===== config.mk =====
export PLATFORM = sky130hd
export DESIGN_NAME = instruction_fetch_unit
export DESIGN_NICKNAME = d
export VERILOG_FILES = /design/src/rtl/instruction_fetch_unit.sv
export SDC_FILE = /design/constraint.sdc
export NUM_CORES = 1
export LEC_CHECK = 0
export CORE_UTILIZATION = 35
export DETAILED_ROUTE_END_ITERATION = 16
export GPL_TIMING_DRIVEN = 0
export PLACE_DENSITY_LB_ADDON = 0.25
export SLEW_MARGIN = 20
export SYNTH_ARGS = -nofsm -noshare
export SYNTH_HDL_FRONTEND = slang
export SYNTH_SLANG_ARGS = --single-unit
export TNS_END_PERCENT = 100

===== constraint.sdc =====
create_clock -name clk -period 1.8 [get_ports clk]
set_clock_uncertainty 0.1 [all_clocks]
set_input_delay 0.36 -clock clk [delete_from_list [all_inputs] [get_ports clk]]
set_output_delay 0.36 -clock clk [all_outputs]
set_load 0.01 [all_outputs]

===== src/rtl/instruction_fetch_unit.sv =====
// Fetch stage: PC register driving a combinational instruction memory,
// IF/ID register with stall, flush, redirect and a saturating fetch counter.
module instruction_fetch_unit #(
    parameter int unsigned width = 32,
    parameter int unsigned wordLength = 32,
    parameter int unsigned RESET_PC = 0,
    parameter logic [wordLength-1:0] NOP = 32'h00000013
) (
    input  logic                     clk,
    input  logic                     rst_n,
    input  logic                     stall,
    input  logic                     flush,
    input  logic                     branch_taken,
    input  logic [$clog2(width)-1:0] branch_target,
    input  logic                     jump,
    input  logic [$clog2(width)-1:0] jump_target,
    input  logic [wordLength-1:0]    imem_data,
    output logic [$clog2(width)-1:0] imem_addr,
    output logic [wordLength-1:0]    if_id_instr,
    output logic [$clog2(width)-1:0] if_id_pc,
    output logic [$clog2(width)-1:0] if_id_pc_plus1,
    output logic                     if_id_valid,
    output logic [15:0]              fetch_count
);

    localparam int unsigned AW = $clog2(width);
    localparam logic [AW-1:0] RST_PC = AW'(RESET_PC);

    logic [AW-1:0] pc;
    logic [AW-1:0] pc_plus1;
    logic [AW-1:0] target;
    logic          redirect;
    logic          bubble;
    logic          capture;

    // width is a power of two, so the AW-bit add wraps modulo width
    assign pc_plus1 = pc + AW'(1);
    assign redirect = branch_taken | jump;
    assign target   = jump ? jump_target : branch_target;
    assign bubble   = redirect | flush;
    assign capture  = !redirect && !stall && !flush;
    assign imem_addr = pc;

    always_ff @(posedge clk or negedge rst_n) begin
        if (!rst_n) begin
            pc <= RST_PC;
        end else if (redirect) begin
            pc <= target;
        end else if (!stall) begin
            pc <= pc_plus1;
        end
    end

    always_ff @(posedge clk or negedge rst_n) begin
        if (!rst_n) begin
            if_id_instr    <= NOP;
            if_id_pc       <= '0;
            if_id_pc_plus1 <= '0;
            if_id_valid    <= 1'b0;
        end else if (bubble) begin
            if_id_instr    <= NOP;
            if_id_pc       <= '0;
            if_id_pc_plus1 <= '0;
            if_id_valid    <= 1'b0;
        end else if (capture) begin
            if_id_instr    <= imem_data;
            if_id_pc       <= pc;
            if_id_pc_plus1 <= pc_plus1;
            if_id_valid    <= 1'b1;
        end
    end

    always_ff @(posedge clk or negedge rst_n) begin
        if (!rst_n) begin
            fetch_count <= '0;
        end else if (capture && fetch_count != 16'hFFFF) begin
            fetch_count <= fetch_count + 16'd1;
        end
    end

endmodule


==> run_results.csv, run 1 <==
group,metric,value,unit
placed_design,dpl.cell_count,439,
synth,ys_seq_area_share,58.2,%
setup_path,timing.rr.start,"fetch_count[4]",
die,die_x,90.8,um
setup_path,end_kind,"output pin",
placed_design,placed_area,4030,um2
run,maxCapViolations,0,
die,fp.dieArea,8240,um2
global_routing,grt_use_total,17.8,%
global_routing,grt_pass1_wl,11400,um
placed_design,port_buffers,111,
pwr,p_seq_share,44.8,%
synth,yosys_warnings,0,
detailed_routing,drt_iter0_drc,68,
synth,syn_inst,225,
synth,synth_edf_count,0,
sta,whs,0.371,ns
sta,final_max_slew_viol_count,0,
setup_path,crit_path_top_delay_cell,"clkdlybuf4s50_1",
pwr,pwr-share-clk,35.6,%
setup_path,critical-path-max-stage-delay,0.56,ns
setup_path,crit_path_start_kind,"register",
pwr,pwr_density_cell,797,nW/um2
detailed_routing,dr.pass1.iters,6,
cts,htreeDepth,3,
pwr,max-vdd-ir-drop,0.486,mV
global_routing,grt_max_degree,40,
layout,drive_above_1_share,20.2,%
layout,antenna_cells,0,
setup_path,r2r_slack,0.06,ns
cts,clockBufferDepth,2,
synth,synth.ff_latch_count,64,
detailed_routing,drcViolationCount,0,
pwr,p_sw_share,25.8,%
sta,maxSlewHeadroom,69.4,%
outcome,status,"finished clean",
cts,cts_tree,"yes",
cts,clk_pin_slew,0.07,ns
cts,root_buffer,"clkbuf_8",
placed_design,dp_hpwl,4870,um
global_routing,antenna_found_initial,0,
synth,synth_top_cell_by_area,"dfrtp_1",
die,die_h,90.8,um
pwr,report.power.total,0.00354,W
layout,fin_nets,422,
detailed_routing,ant_nets,0,
cts,numCtsBuffers,9,
detailed_routing,routed_wl,6980,um
setup_path,crit_chain,"clkdlybuf4s50_1",
synth,netlist_top_cells_count,"dfrtp_1, a22o_1, nand2_1, o21ai_0, xor2_1",
global_routing,gr-total-overflow,0,
die,core_area,7690,um2
sta,tightestPinTransition,0.459,ns
die,rows,32,
layout,final_cells,479,
synth,ys_types,40,
synth,synth.avg_cell_area,12.3,um2
layout,stdcell_area,4440,um2
synth,yosys.area.top_type_share,55.3,%
setup_path,setup.worst_path.class,"reg -> out",
setup_path,cp.arrival,1.30,ns
setup_path,crit_fanout,3,
pwr,power.net_switching,0.000913,W
sta,min_period,1.76,ns
sta,setup_viol,0,
hold_path,hold_class,"in -> async",
detailed_routing,via_count,2321,
pwr,p_comb_share,19.6,%
synth,syn_nets,275,
pwr,leakagePower,2.08,nW
cts,cts.sinks,64,
setup_path,critPathTopFamily,"buffers and inverters",
layout,syn2layout_area_growth,61.1,%
cts,clock_latency,0.34,ns
sta,tns,0,ns
synth,yosysMostFrequentCell,"dfrtp_1",
placed_design,gp_congestion,0.723,
synth,syn-cell-area,2760,um2
synth,ys_async_sr_fraction,100,%
detailed_routing,wl_per_cell,14.6,um
detailed_routing,via_per_inst,4.85,
setup_path,r2r_end,"fetch_count[10]",
synth,ys_top_cells_by_area,"dfrtp_1, a22o_1, xor2_1, dfstp_2, nand2_1",
die,initial_core_util,35.9,%
die,ios,112,
sta,hold_viol_final,0,
pwr,p_int,0.00263,W
setup_path,required,1.34,ns
global_routing,grt_pass1_vias,2338,
sta,finalCritPeriodShare,97.6,%
setup_path,rr_worst_depth,6,
sta,rsz0062_at_grt,"yes",
synth,synth_flop_cell,"dfrtp_1",
setup_path,worst-path-buf-inv,1,
sta,fmax,0.569,GHz
## layout make-up
type                            instances  area [um2]
Multi-Input combinational cell        144        1090
Inverter                                2        7.51
Buffer                                 15        80.1
Fill cell                             692        3240
Tap cell                              102         128
Timing Repair Buffer                  136        1320
Sequential cell                        64        1620
Clock inverter                          5        55.1
Clock buffer                           11         151
## timing repair
action                                  4_1_cts  5_1_grt
endpoints found under the setup margin       67       17
cloned                                        0        0
hold buffers                                  1        0
hold endpoints to repair                     24        0
pin swaps                                     2        0
resized for setup                            17       12
setup buffers                                15        8
## per-stage QoR
stage	worst slack [ns]	utilization [%]
global placement	-2.13	52.1
finish	0.0424	57.8
CTS	0.00370	56.7
global route	-0.0107	57.8
detailed placement	-0.681	52.4
floorplan	0.0106	-
## cell families (layout without fill, tap and decap cells)
family,Yosys count,after routing,synth area share (%)
AO/OA/AOI/OAI,72,72,20.6
flip-flops,64,64,58.2
AND/OR/NAND/NOR,51,51,10.8
buffers and inverters,17,169,2.90
XOR/XNOR,13,13,4.13
multiplexers,6,6,2.49
adder cells (fa/ha/maj),2,2,0.907
## layout by cell type (no fill, tap or decap), types with 4 or more instances in the layout
master            n
a31oi_1           5
o22a_1            4
dfrtp_1          52
o21ai_0          10
clkdlybuf4s50_1  95
nand3_1           7
a21oi_1           4
clkbuf_1          5
a22o_1           35
clkbuf_8         11
xor2_1           10
dlygate4sd2_1     9
buf_4            24
nor2_1            4
buf_2             5
a211oi_1          5
dfrtp_2           9
nand2_1          14
dlymetal6s2s_1    6
nor3_1            4
## worst max path at each step
stage	startpoint	to	cells after the start
final	fetch_count[7]	fetch_count[7]	1
after global placement	rst_n	fetch_count[13]	1
after global routing	fetch_count[4]	fetch_count[4]	1
after detailed placement	branch_taken	if_id_instr[13]	5
after CTS	imem_addr[1]	imem_addr[1]	1
after floorplan	fetch_count[14]	fetch_count[1]	4
## metal layers
layer | up-vias | track usage, % | part of all wire [%] | wire, um
met2 | 70 | 27.6 | 47 | 3290
li1 | 1140 | - | - | -
met5 | - | 0 | 0 | 0
met1 | 1103 | 23.9 | 47 | 3250
met3 | 8 | 4.97 | 5.1 | 353
met4 | 0 | 6.08 | 1.2 | 82
## registers in the layout, summed over array words and instances (netlist names)
signal,cells
if_id_pc,5
if_id_valid,1
fetch_count,16
imem_addr,5
if_id_pc_plus1,5
if_id_instr,32
## power by group through the flow
stage | clock [W] | combinational (W) | sequential [W]
detailed placement | 0 | 0.000553 | 0.00165
floorplan | 0 | 0.000189 | 0.00166
global route | 0.00135 | 0.000760 | 0.00160
global placement | 0 | 0.000545 | 0.00164
finish | 0.00126 | 0.000693 | 0.00159
CTS | 0.00130 | 0.000673 | 0.00159
Power figures use the tool's default switching activity.
==> run 2, diff against run 1 <==
clock period = 2.3 ns   (was 1.8 ns; I/O delays follow)
==> run 2 against run 1 <==
- worst setup slack improved by 0.13 ns
- worst hold slack improved by 0.016 ns
- global-route usage decreased by 0.37 points
- combinational power decreased by 37%
- sequential cell count unchanged
- clock-buffer cell count unchanged
- sequential power decreased by 20%
- first-iteration DRC count decreased by 22%
- critical path depth increased by 5
- total power decreased by 24%
- sequential share of layout area increased by 1.6 points
- via count decreased by 2.2%
- critical path type is now in -> reg
- critical endpoint is now fetch_count[12]
==> run_results.csv, run 2 (same netlist as run 1, synthesis figures left out) <==
group,metric,value,unit
layout,layout_common_cells,"clkdlybuf4s50_1, dfrtp_1, a22o_1, nand2_1, clkbuf_8",
die,die_h,90.8,um
layout,syn2layout_area_growth,53.4,%
global_routing,grt_pass1_vias,2298,
layout,top_register,"if_id_instr",
placed_design,port_buffers,111,
pwr,leakagePower,1.86,nW
sta,maxSlewHeadroom,60.1,%
cts,postCtsSetupRepairBufs,0,
pwr,power.net_switching,0.000703,W
setup_path,r2r_slack,0.28,ns
cts,clk_pin_slew,0.07,ns
global_routing,gr-total-overflow,0,
sta,hold_viol_final,0,
cts,clockBufferDepth,2,
setup_path,end_kind,"register",
layout,final_common_cell,"clkdlybuf4s50_1",
layout,antenna_cells,0,
layout,largest_register_ffs,32,
detailed_routing,wl_per_cell,14.6,um
layout,fill_cells,709,
setup_path,critical-path-max-stage-delay,0.53,ns
detailed_routing,ant_nets,0,
cts,cts.sinks,64,
sta,min_period,2.13,ns
die,core_area,7690,um2
detailed_routing,drcViolationCount,0,
layout,reg_top3,"if_id_instr (32), fetch_count (16)",
sta,final_max_slew_viol_count,0,
die,initial_core_util,35.9,%
placed_design,dpl.cell_count,439,
pwr,p_int,0.00199,W
sta,fmax,0.469,GHz
cts,clock_latency,0.33,ns
setup_path,crit_chain,"clkdlybuf4s50_1 -> nor4_4 -> and3_1 -> buf_2 -> nand3_1 -> mux2_1",
detailed_routing,drt_iter0_drc,53,
outcome,status,"finished clean",
layout,multi_input_area,1070,um2
cts,root_buffer,"clkbuf_8",
pwr,p_seq_share,47.0,%
pwr,pwr-share-clk,36.8,%
sta,tightestPinTransition,0.594,ns
die,die_x,90.8,um
global_routing,grt_max_degree,40,
layout,fin_nets,399,
setup_path,crit_fanout,7,
pwr,report.power.total,0.00269,W
cts,htreeDepth,3,
detailed_routing,via_count,2269,
sta,rsz0062_at_grt,"no",
setup_path,cp.arrival,2.25,ns
setup_path,crit_path_top_delay_cell,"clkdlybuf4s50_1",
placed_design,gp_congestion,0.736,
cts,cts_tree,"yes",
cts,numCtsBuffers,9,
global_routing,grt_pass1_wl,11400,um
sta,setup_viol,0,
layout,drive_above_1_share,11.0,%
pwr,p_comb_share,16.2,%
setup_path,crit_path_start_kind,"input port",
detailed_routing,via_per_inst,4.98,
setup_path,setup.worst_path.class,"in -> reg",
setup_path,required,2.42,ns
sta,finalCritPeriodShare,92.7,%
global_routing,grt_use_total,17.4,%
placed_design,dp_hpwl,4720,um
pwr,p_sw_share,26.1,%
hold_path,hold_class,"reg -> reg",
run,maxCapViolations,0,
pwr,max-vdd-ir-drop,0.404,mV
layout,final-seq-area,1610,um2
die,rows,32,
global_routing,antenna_found_initial,0,
detailed_routing,routed_wl,6640,um
layout,final_cells,456,
die,ios,112,
die,fp.dieArea,8240,um2
detailed_routing,dr.pass1.iters,4,
pwr,pwr_density_cell,636,nW/um2
==> run 2: changes by cell type in the layout (fill, tap and decap cells not counted), moves of 6 or more <==
cell / delta
dfrtp_2: -9
clkdlybuf4s50_1: +15
dlymetal6s2s_1: -6
dfrtp_1: +9
dlygate4sd2_1: -9
buf_4: -23
==> run 2: worst paths after layout <==
path | from | to | cells after the start
max | branch_taken | fetch_count[12] | 6
min | if_id_pc_plus1[3] | if_id_pc_plus1[3] | 2
max reg2reg | fetch_count[7] | fetch_count[1] | 4
min reg2reg | if_id_pc_plus1[3] | if_id_pc_plus1[3] | 2
max in group asynchronous | rst_n | if_id_pc_plus1[4] | 3
min in group asynchronous | rst_n | if_id_instr[12] | 2
==> run 2: what timing repair did <==
action                     4_1_cts  5_1_grt
hold endpoints to repair        22        0
hold buffers                     1        0
setup endpoints to repair        0        7
gates resized for setup          0        2
==> run 2: layer usage <==
layer | vias up | wire length [um] | track usage (%) | share of wire [%]
li1 | 1091 | - | - | -
met1 | 1095 | 3200 | 23.7 | 48
met2 | 72 | 2990 | 27.1 | 45
met3 | 11 | 329 | 3.37 | 5.0
met4 | 0 | 125 | 7.67 | 1.9
met5 | - | 0 | 0 | 0
==> run 2: power by group through the flow <==
stage / registers [W] / logic (W) / clock network [W]
2_1_floorplan: 0.00130 / 0.000148 / 0
3_3_place_gp: 0.00128 / 0.000426 / 0
3_5_place_dp: 0.00129 / 0.000434 / 0
4_1_cts: 0.00127 / 0.000440 / 0.00103
5_1_grt: 0.00128 / 0.000475 / 0.00106
6_report: 0.00127 / 0.000435 / 0.000990
==> run 2: layout make-up <==
class	count	share of cell area, %
clock inverters	5	1.30
plain buffers	15	1.74
inverters	2	0.177
flip-flops and latches	64	37.9
clock buffers	11	3.58
well taps	102	3.02
multi-input cells	144	25.4
repair buffers	113	26.9
==> run 2: through the flow <==
stage                     util (%)  instance area (um2)  setup TNS, ns  hold slack (ns)  setup slack (ns)
after CTS                     55.0                 4230              0            0.387            0.0957
after detailed placement      52.2                 4020          -8.66            0.298            -0.258
after global placement        52.0                 4000        -101.30            0.363             -1.50
after global routing          55.1                 4230              0            0.414            0.0464
final                         55.1                 4230              0            0.387             0.168
after floorplan                  -                 2760              0           0.0644             0.422
==> run 2: worst max-delay path: cells and delay by family <==
| family | cells | cell delay, ns |
|---|---|---|
| buf+inv | 2 | 0.70 |
| mux | 1 | 0.32 |
| simple gates | 3 | 0.77 |
==> run 3, diff against run 2 <==
SLEW_MARGIN = 10   (was 20)
clock period = 2.56 ns   (was 2.3 ns; I/O delays follow)
==> run 3 against run 2 <==
- register-to-register slack improved by 0.24 ns
- total power shrank 10%
- sequential power is 10% lower
- critical endpoint is now if_id_instr[10]
==> run_results.csv, run 3 (same netlist as run 1, synthesis figures left out) <==
group,metric,value,unit
outcome,status,"finished clean",
sta,tns,0,ns
placed_design,gp_congestion,0.736,
cts,postCtsSetupRepairBufs,0,
setup_path,crit_path_start_kind,"input port",
die,ios,112,
detailed_routing,routed_wl,6680,um
global_routing,antenna_found_initial,0,
pwr,power.net_switching,0.000629,W
layout,fin_util,55.0,%
cts,cts_tree,"yes",
sta,finalCritPeriodShare,86.0,%
sta,fmax,0.454,GHz
detailed_routing,via_per_inst,4.98,
die,initial_core_util,35.9,%
setup_path,required,2.73,ns
placed_design,port_buffers,111,
global_routing,grt_pass1_vias,2298,
setup_path,end_kind,"register",
placed_design,dpl.cell_count,439,
pwr,leakagePower,1.86,nW
pwr,pwr-share-clk,36.7,%
pwr,p_int,0.00179,W
cts,numCtsBuffers,9,
detailed_routing,drt_iter0_drc,55,
pwr,report.power.total,0.00242,W
cts,cts.sinks,64,
pwr,max-vdd-ir-drop,0.361,mV
sta,min_period,2.20,ns
sta,tightestPinTransition,0.609,ns
die,die_x,90.8,um
global_routing,gr-total-overflow,0,
sta,hold_viol_final,0,
layout,final_common_cell,"clkdlybuf4s50_1",
layout,final_cells,456,
layout,drive_above_1_share,10.7,%
detailed_routing,dr.pass1.iters,4,
sta,setup_viol,0,
sta,maxSlewHeadroom,59.1,%
sta,final_max_slew_viol_count,0,
setup_path,setup.worst_path.class,"in -> reg",
global_routing,grt_use_total,17.4,%
placed_design,dp_hpwl,4720,um
setup_path,crit_fanout,10,
hold_path,hold_class,"reg -> reg",
detailed_routing,ant_nets,0,
detailed_routing,via_count,2273,
layout,top_register,"if_id_instr",
sta,layout_setup_ws,0.358,ns
run,maxCapViolations,0,
global_routing,grt_max_degree,40,
die,die_h,90.8,um
layout,layout_common_cells,"clkdlybuf4s50_1, dfrtp_1, a22o_1, nand2_1, clkbuf_8",
pwr,p_seq_share,47.1,%
cts,root_buffer,"clkbuf_8",
die,core_area,7690,um2
cts,htreeDepth,3,
die,rows,32,
cts,clock_latency,0.33,ns
die,fp.dieArea,8240,um2
pwr,pwr_density_cell,571,nW/um2
pwr,p_comb_share,16.2,%
layout,syn2layout_area_growth,53.4,%
cts,clk_pin_slew,0.07,ns
sta,rsz0062_at_grt,"no",
layout,antenna_cells,0,
pwr,p_sw_share,26.0,%
layout,reg_top3,"if_id_instr (32), fetch_count (16)",
detailed_routing,wl_per_cell,14.6,um
detailed_routing,drcViolationCount,0,
setup_path,cp.arrival,2.38,ns
placed_design,place_ws,-0.0504,ns
cts,clockBufferDepth,2,
global_routing,grt_pass1_wl,11400,um
layout,fin_nets,399,
layout,largest_register_ffs,32,
run 3: cell counts in the layout (fill, tap and decap cells not counted):
No cell type changed its count.
run 3: stage by stage:
step	hold WS [ns]	instance area [um2]
floorplan	0.116	2760
global placement	0.363	4000
detailed placement	0.350	4020
CTS	0.387	4230
global route	0.414	4230
finish	0.385	4230
run 3: what timing repair did:
action	CTS	global route
endpoints found under the hold margin	22	0
gates resized for setup	0	0
hold buffers	1	0
setup endpoints to repair	0	0
run 3: cell type report:
| class | count | area, um2 |
|---|---|---|
| clock inverter | 5 | 55.1 |
| tap | 102 | 128 |
| buffer | 15 | 72.6 |
| multi-input combinational | 144 | 1070 |
| fill | 710 | 3460 |
| inverter | 2 | 7.51 |
| clock buffer | 11 | 151 |
| timing repair buffer | 113 | 1140 |
| sequential | 64 | 1610 |
run 3: power by group through the flow:
stage                     registers, W  clock network [W]  logic, W
after global routing           0.00115           0.000951  0.000426
after CTS                      0.00114           0.000922  0.000395
after floorplan                0.00116                  0  0.000133
after global placement         0.00115                  0  0.000383
final                          0.00114           0.000887  0.000392
after detailed placement       0.00115                  0  0.000390
run 3: metal layers:
metal	track usage [%]	routed length, um
met1	23.7	3200
met2	27.1	3040
met3	3.37	336
met4	7.67	99
met5	0	0
run 3: critical path: stages:
cell and delay [ns]:
clkdlybuf4s50_1 0.53, nor4_4 0.44, clkbuf_1 0.40, buf_2 0.31, a22o_1 0.16
run 3: final timing paths:
check / startpoint / endpoint / slack, ns / cells after the start
setup reg to reg: fetch_count[7] / fetch_count[1] / 0.52 / 4
hold / removal: if_id_pc_plus1[3] / if_id_pc_plus1[3] / 0.39 / 2
max in group asynchronous: rst_n / if_id_pc_plus1[4] / 1.32 / 3
setup / recovery: branch_taken / if_id_instr[10] / 0.36 / 5
hold reg to reg: if_id_pc_plus1[3] / if_id_pc_plus1[3] / 0.39 / 2
min in group asynchronous: rst_n / if_id_instr[12] / 0.53 / 2
